===== src/rtl/ga_crossover_sched.sv =====
// Generation scheduler between ga_selection and ga_crossover: passes exactly cnfg_p parent pairs per
// generation, sequences up to cnfg_g generations, stops early on convergence. Define GA_SCHED_PERF_EN for perf_stall_cnt.
module ga_crossover_sched #(
  parameter int P_MAX       = 1024,
  parameter int G_MAX       = 1024,
  parameter int P_MAX_W     = $clog2(P_MAX+1),
  parameter int G_MAX_W     = $clog2(G_MAX+1),
  parameter int FIT_SCORE_W = 18
) (
  input  logic                   clk,
  input  logic                   rstn,
  input  logic                   sw_rst,
  input  logic [P_MAX_W-1:0]     cnfg_p,
  input  logic [G_MAX_W-1:0]     cnfg_g,
  input  logic [FIT_SCORE_W-1:0] cnfg_max_fit_score,
  input  logic                   start,
  input  logic                   gen_best_valid,
  input  logic [FIT_SCORE_W-1:0] gen_best_score,
  input  logic                   sel_parents_valid,
  output logic                   sel_parents_ack,
  output logic                   xo_parents_valid,
  input  logic                   xo_parents_ack,
  input  logic                   child_valid,
  input  logic                   child_ack,
  output logic                   gen_start,
  output logic [G_MAX_W-1:0]     gen_idx,
  output logic                   busy,
  output logic                   done,
`ifdef GA_SCHED_PERF_EN
  output logic [15:0]            perf_stall_cnt,
`endif
  output logic                   converged
);

  typedef enum logic [2:0] {IDLE, GSTART, RUN, DRAIN, CHECK, DONE} state_t;

  state_t                 state;
  logic [P_MAX_W-1:0]     issued_cnt, accepted_cnt, cfg_p;
  logic [G_MAX_W-1:0]     cfg_g;
  logic [FIT_SCORE_W-1:0] cfg_thr, best_reg;
  logic                   best_valid_seen, acc_err;

  logic                   gate_open, in_flow, xo_hs, ch_hs, ch_ok, best_cap;
  logic [P_MAX_W-1:0]     iss_nx, acc_nx;

  assign in_flow          = (state == RUN) || (state == DRAIN);
  assign gate_open        = (state == RUN) && (issued_cnt < cfg_p);
  assign xo_parents_valid = sel_parents_valid & gate_open;
  assign sel_parents_ack  = xo_parents_ack & gate_open;
  assign xo_hs            = xo_parents_valid & xo_parents_ack;
  assign ch_hs            = child_valid & child_ack & in_flow;
  // A child accept may land in the same cycle as its own pair's issue, so bound against iss_nx.
  assign ch_ok            = ch_hs && (accepted_cnt < iss_nx);
  assign iss_nx           = issued_cnt + P_MAX_W'(xo_hs);
  assign acc_nx           = accepted_cnt + P_MAX_W'(ch_ok);
  assign best_cap         = gen_best_valid && (state == GSTART || in_flow);

  always_ff @(posedge clk or negedge rstn) begin
    if (!rstn) begin
      state <= IDLE;       issued_cnt <= '0;  accepted_cnt <= '0;  gen_idx <= '0;
      best_reg <= '0;      best_valid_seen <= 1'b0;  acc_err <= 1'b0;
      cfg_p <= '0;         cfg_g <= '0;       cfg_thr <= '0;
      gen_start <= 1'b0;   busy <= 1'b0;      done <= 1'b0;        converged <= 1'b0;
    end else if (sw_rst) begin
      state <= IDLE;       issued_cnt <= '0;  accepted_cnt <= '0;  gen_idx <= '0;
      best_reg <= '0;      best_valid_seen <= 1'b0;  acc_err <= 1'b0;
      cfg_p <= '0;         cfg_g <= '0;       cfg_thr <= '0;
      gen_start <= 1'b0;   busy <= 1'b0;      done <= 1'b0;        converged <= 1'b0;
    end else begin
      gen_start <= 1'b0;
      acc_err   <= acc_err | (ch_hs & ~ch_ok);
      if (best_cap) begin
        best_reg        <= gen_best_score;
        best_valid_seen <= 1'b1;
      end
      case (state)
        IDLE, DONE: if (start) begin
          cfg_p <= cnfg_p;  cfg_g <= cnfg_g;  cfg_thr <= cnfg_max_fit_score;
          gen_idx <= '0;    issued_cnt <= '0; accepted_cnt <= '0;  best_valid_seen <= 1'b0;
          done <= 1'b0;     converged <= 1'b0;
          busy <= 1'b1;     gen_start <= 1'b1;
          state <= GSTART;
        end
        GSTART: state <= RUN;
        RUN: begin
          issued_cnt   <= iss_nx;
          accepted_cnt <= acc_nx;
          if (iss_nx == cfg_p) state <= (acc_nx == cfg_p) ? CHECK : DRAIN;
        end
        DRAIN: begin
          accepted_cnt <= acc_nx;
          if (acc_nx == cfg_p) state <= CHECK;
        end
        CHECK: begin
          if (best_valid_seen && (best_reg >= cfg_thr)) begin
            state <= DONE;  done <= 1'b1;  converged <= 1'b1;  busy <= 1'b0;
          end else if (gen_idx == cfg_g - G_MAX_W'(1)) begin
            state <= DONE;  done <= 1'b1;  converged <= 1'b0;  busy <= 1'b0;
          end else begin
            gen_idx <= gen_idx + G_MAX_W'(1);
            issued_cnt <= '0;  accepted_cnt <= '0;  best_valid_seen <= 1'b0;
            gen_start <= 1'b1;
            state <= GSTART;
          end
        end
        default: state <= IDLE;
      endcase
    end
  end

  // Children accepted beyond what was issued means the crossover side broke protocol.
  acc_never_exceeds_issue: assert property (@(posedge clk) disable iff (!rstn) !acc_err);

`ifdef GA_SCHED_PERF_EN
  logic stall;
  assign stall = in_flow && ((sel_parents_valid && !xo_parents_ack) || (child_valid && !child_ack));

  always_ff @(posedge clk or negedge rstn) begin
    if (!rstn)                      perf_stall_cnt <= '0;
    else if (sw_rst)                perf_stall_cnt <= '0;
    else if (state == GSTART)       perf_stall_cnt <= '0;
    else if (stall && perf_stall_cnt != 16'hFFFF) perf_stall_cnt <= perf_stall_cnt + 16'd1;
  end
`endif

endmodule


===== config.mk =====
export PLATFORM = sky130hd
export DESIGN_NAME = ga_crossover_sched
export DESIGN_NICKNAME = d
export VERILOG_FILES = /design/src/rtl/ga_crossover_sched.sv
export SDC_FILE = /design/constraint.sdc
export NUM_CORES = 1
export LEC_CHECK = 0
export CAP_MARGIN = 25
export CORE_ASPECT_RATIO = 0.8
export CORE_MARGIN = 8
export CORE_UTILIZATION = 45
export CTS_CLUSTER_DIAMETER = 40
export DETAILED_ROUTE_END_ITERATION = 8
export PLACE_DENSITY = 0.65
export SYNTH_ARGS = -nofsm -noshare
export SYNTH_HDL_FRONTEND = slang
export SYNTH_SLANG_ARGS = --single-unit
export TNS_END_PERCENT = 1

===== constraint.sdc =====
create_clock -name clk -period 7.2 [get_ports clk]
set_input_delay 2.16 -clock clk [delete_from_list [all_inputs] [get_ports clk]]
set_output_delay 2.16 -clock clk [all_outputs]
set_load 0.01 [all_outputs]

==> results.md <==
* CP max-delay cell: a2111oi_0
* Via count at about 5,400
* Max Cap Violations at 0
* Post-place instance area at slightly above 7000 µm²
* Die H at approximately 120 µm
* Post-CTS setup buffer count at 0
* CP Launch Point: xo_parents_ack
* Avg Inst Size Synth at 8.59 µm²
* Total power at 2.00 mW
* Worst min-delay path category: reg2reg
* Nets at between 900 and 1,000
* CTS H-Tree Depth at 3
* Initial antenna violation count at 0
* Pre-CTS setup slack at between 0.2 and 0.3 ns
* Mapped Area at approximately 6200 µm²
* Drt initial violations at between 400 and 500
* Vias in the first global route at 5,504
* Clock buffer depth at 2
* Worst r2r src: cfg_p[9]
* CP cell instances: clkdlybuf4s50_1 -> and3_1 -> ha_1 -> nand4_1 -> xor2_1 -> ha_1 -> a21o_1 -> a2111oi_0 -> o21ai_0 -> nand2_1 -> ha_1 -> ha_1 -> nand3_1 -> or2_2 -> xnor2_1 -> a2111oi_0 -> and4b_1 -> a2111oi_0 -> or2_2
* Min Hold Slack at between 0.5 and 0.6 ns
* Clock Tree Root: clkbuf_16
* Top Layer Used: met4
* R2r setup slk at around 0.7 ns
* Fin crit share at 0.934
* Reg2Reg Depth at 24
* Post-DRT Antenna Nets at 0
* Hold violation total from the final report at 0
* Die Wd at 147 µm
* Final instance area at ~7600 µm²
* Critical path capture point type: register
* WL final at around 16,000 µm
* Leakage at roughly 3.2 nW
* Yosys warns at 0
* Maximum clock rate at between 100 and 150 MHz
* Via density at 5.56
* Total track usage at 0.192
* RSZ-0062 raised after global routing: false
* Cell mode on critical path: ha_1
* Pin slew with the least headroom to its limit at roughly 0.9 ns
* Core ar. at about 14,000 µm²
* Critical Path Start Type: primary input
* Fill cells at 1,257
* Area Growth Syn to Fin at 21.6%
* Met3 WL at around 1000 µm
* Final WS setup at roughly 0.48 ns
* Status: finished, final reports clean
* Post-synth EDFFs at 0
* Multi-input logic area at about 3400 µm²
* Largest net degree at the start of global routing at 75
* Power per cell area at approximately 270 nW/µm²
* Ports at 84
* Max stage delay on crit path at 0.55 ns
* Top-count cell post-synth: nand2_1
* Wl on met1 at roughly 8100 µm
* Antenna diode count at 0
* CP delay by family, top: simple AND/OR/NAND/NOR gates
* Drt first pass iters at 5
* Cell taking the most area after synthesis: dfrtp_1
* Synth Instances at approximately 720
* Global-route wire length before repair at between 20,000 and 30,000 µm
* Post-route setup TNS at 0 ns
* Max Slew Vio Count at 0
* # clock sinks at 99
* Post-synth ARST share at 1.00
* DR DRC count at 0
* Relative slew slack at 0.380
* Top cells by count, synth: 144 x nand2_1, 99 x dfrtp_1, 92 x a21oi_1
* Met2 Wirelength at around 7000 µm
* WP depth at 19
* Final setup fails at 0
* Crit path kind: in2reg
* Clk Latency, worst-skew pair at between 0.3 and 0.4 ns
* VDD IR max at between 0.15 and 0.2 mV
* Required @ worst endpoint at approximately 7.4 ns
* Crit-path max FO at 5
* Clock Skew at around 0.009 ns
* Period minus WS final at a little under 7 ns
* Synth Net Count at about 830
* Top post-synthesis cells by area: dfrtp_1 40%, ha_1 8.9%, nand2_1 8.7%
* CTS tree: done
* Sequential area share after synthesis at 0.399
* Area share of the largest cell type after synthesis at 0.399
* Die area at roughly 18,000 µm²
* CTS Hold Bufs at 0
* Layout cells sized above 1 at 0.0465
* Worst r2r dst: state[1]
* Buf/Inv on CP at 1
* TritonCTS buffer count at 9
* Number of port buffers at 83
* CP endpoint: state[1]
* Site Rows at 38
* Clock-pin slew on the worst setup and hold paths at around 0.07 ns
* Arrival time worst endpoint at slightly below 7 ns
* Initial Util at 0.460
* Reg area at between 2000 and 2500 µm²
* Post_cts resized at 0
* Seq cells post-synth at 99
* Wirelength per Cell at around 17 µm
* Final GP Congestion at between 0.9 and 1
* DP HPWL at 11,900 µm
* Main synth FF type: dfrtp_1
* Synth unique cells at 63
* Total congestion overflow at 0
[layout make-up]
| class | instances | area share |
|---|---|---|
| Inverter | 37 | 0.0184 |
| Timing Repair Buffer | 92 | 0.121 |
| Sequential cell | 99 | 0.328 |
| Tap cell | 180 | 0.0298 |
| Clock inverter | 5 | 0.0142 |
| Multi-Input combinational cell | 552 | 0.456 |
| Clock buffer | 11 | 0.0334 |
[report_power, final]
group | internal [mW] | switching (mW)
clock | 0.360 | 0.213
sequential | 0.630 | 0.0891
combinational | 0.292 | 0.419
[metal layers]
| metal | up-vias | global-route usage |
|---|---|---|
| li1 | 2658 | - |
| met1 | 2603 | 0.265 |
| met2 | 155 | 0.291 |
| met3 | 15 | 0.0533 |
| met4 | 0 | 0.0483 |
| met5 | - | 0 |
[through the flow]
step,instances,utilization
floorplan,723,-
global placement,959,0.531
detailed placement,959,0.531
CTS,975,0.558
global route,976,0.560
finish,976,0.560
[worst register-to-register path: stages (launching register included)]
cell and delay [ns]:
dfrtp_1 0.40, inv_1 0.09, ha_1 0.29, a21o_1 0.19, a2111oi_0 0.60, nand2_1 0.09, o21ai_0 0.35, and3_1 0.22
ha_1 0.25, nand4_1 0.13, xor2_1 0.30, ha_1 0.32, a21o_1 0.17, a2111oi_0 0.55, o21ai_0 0.18, nand2_1 0.11
ha_1 0.16, ha_1 0.17, nand3_1 0.10, or2_2 0.35, xnor2_1 0.14, a2111oi_0 0.46, and4b_1 0.34, a2111oi_0 0.12
or2_2 0.32
[how the worst min path moves through the flow]
stage                               start              end  cells after the start
final                          cfg_thr[2]       cfg_thr[2]                      2
after global routing         best_reg[13]     best_reg[13]                      2
after CTS                      cfg_thr[2]       cfg_thr[2]                      2
after detailed placement       cfg_thr[2]       cfg_thr[2]                      2
after global placement    best_valid_seen  best_valid_seen                      1
after floorplan           best_valid_seen  best_valid_seen                      1
[placed cells by master, fill, tap and decap left out, types with 6 or more instances in the layout]
| master | synthesis | routed |
|---|---|---|
| o21ai_0 | 19 | 19 |
| and2_1 | 7 | 7 |
| dfrtp_1 | 99 | 99 |
| a31oi_1 | 14 | 14 |
| and3_1 | 11 | 10 |
| buf_4 | 1 | 9 |
| xnor2_1 | 29 | 29 |
| inv_1 | 37 | 37 |
| nand3_1 | 18 | 18 |
| nor2b_1 | 6 | 6 |
| nor3_1 | 6 | 6 |
| a21oi_1 | 92 | 92 |
| or3_1 | 7 | 7 |
| clkdlybuf4s50_1 | 0 | 81 |
| xor2_1 | 21 | 21 |
| clkbuf_16 | 0 | 9 |
| nand4_1 | 6 | 6 |
| nand2b_1 | 6 | 6 |
| o2bb2ai_1 | 9 | 9 |
| a21o_1 | 9 | 9 |
| nand2_1 | 144 | 144 |
| nor2_1 | 35 | 35 |
| ha_1 | 44 | 44 |
[cells by family after synthesis]
| kind of cell | after synthesis | synth area share |
|---|---|---|
| AO/OA/AOI/OAI | 189 | 0.190 |
| XOR/XNOR | 50 | 0.0705 |
| adder cells (fa/ha/maj) | 44 | 0.0886 |
| buffers and inverters | 72 | 0.0471 |
| flip-flops | 99 | 0.399 |
| multiplexers | 5 | 0.00846 |
| AND/OR/NAND/NOR | 264 | 0.196 |
(Power assumes the default switching activity.)
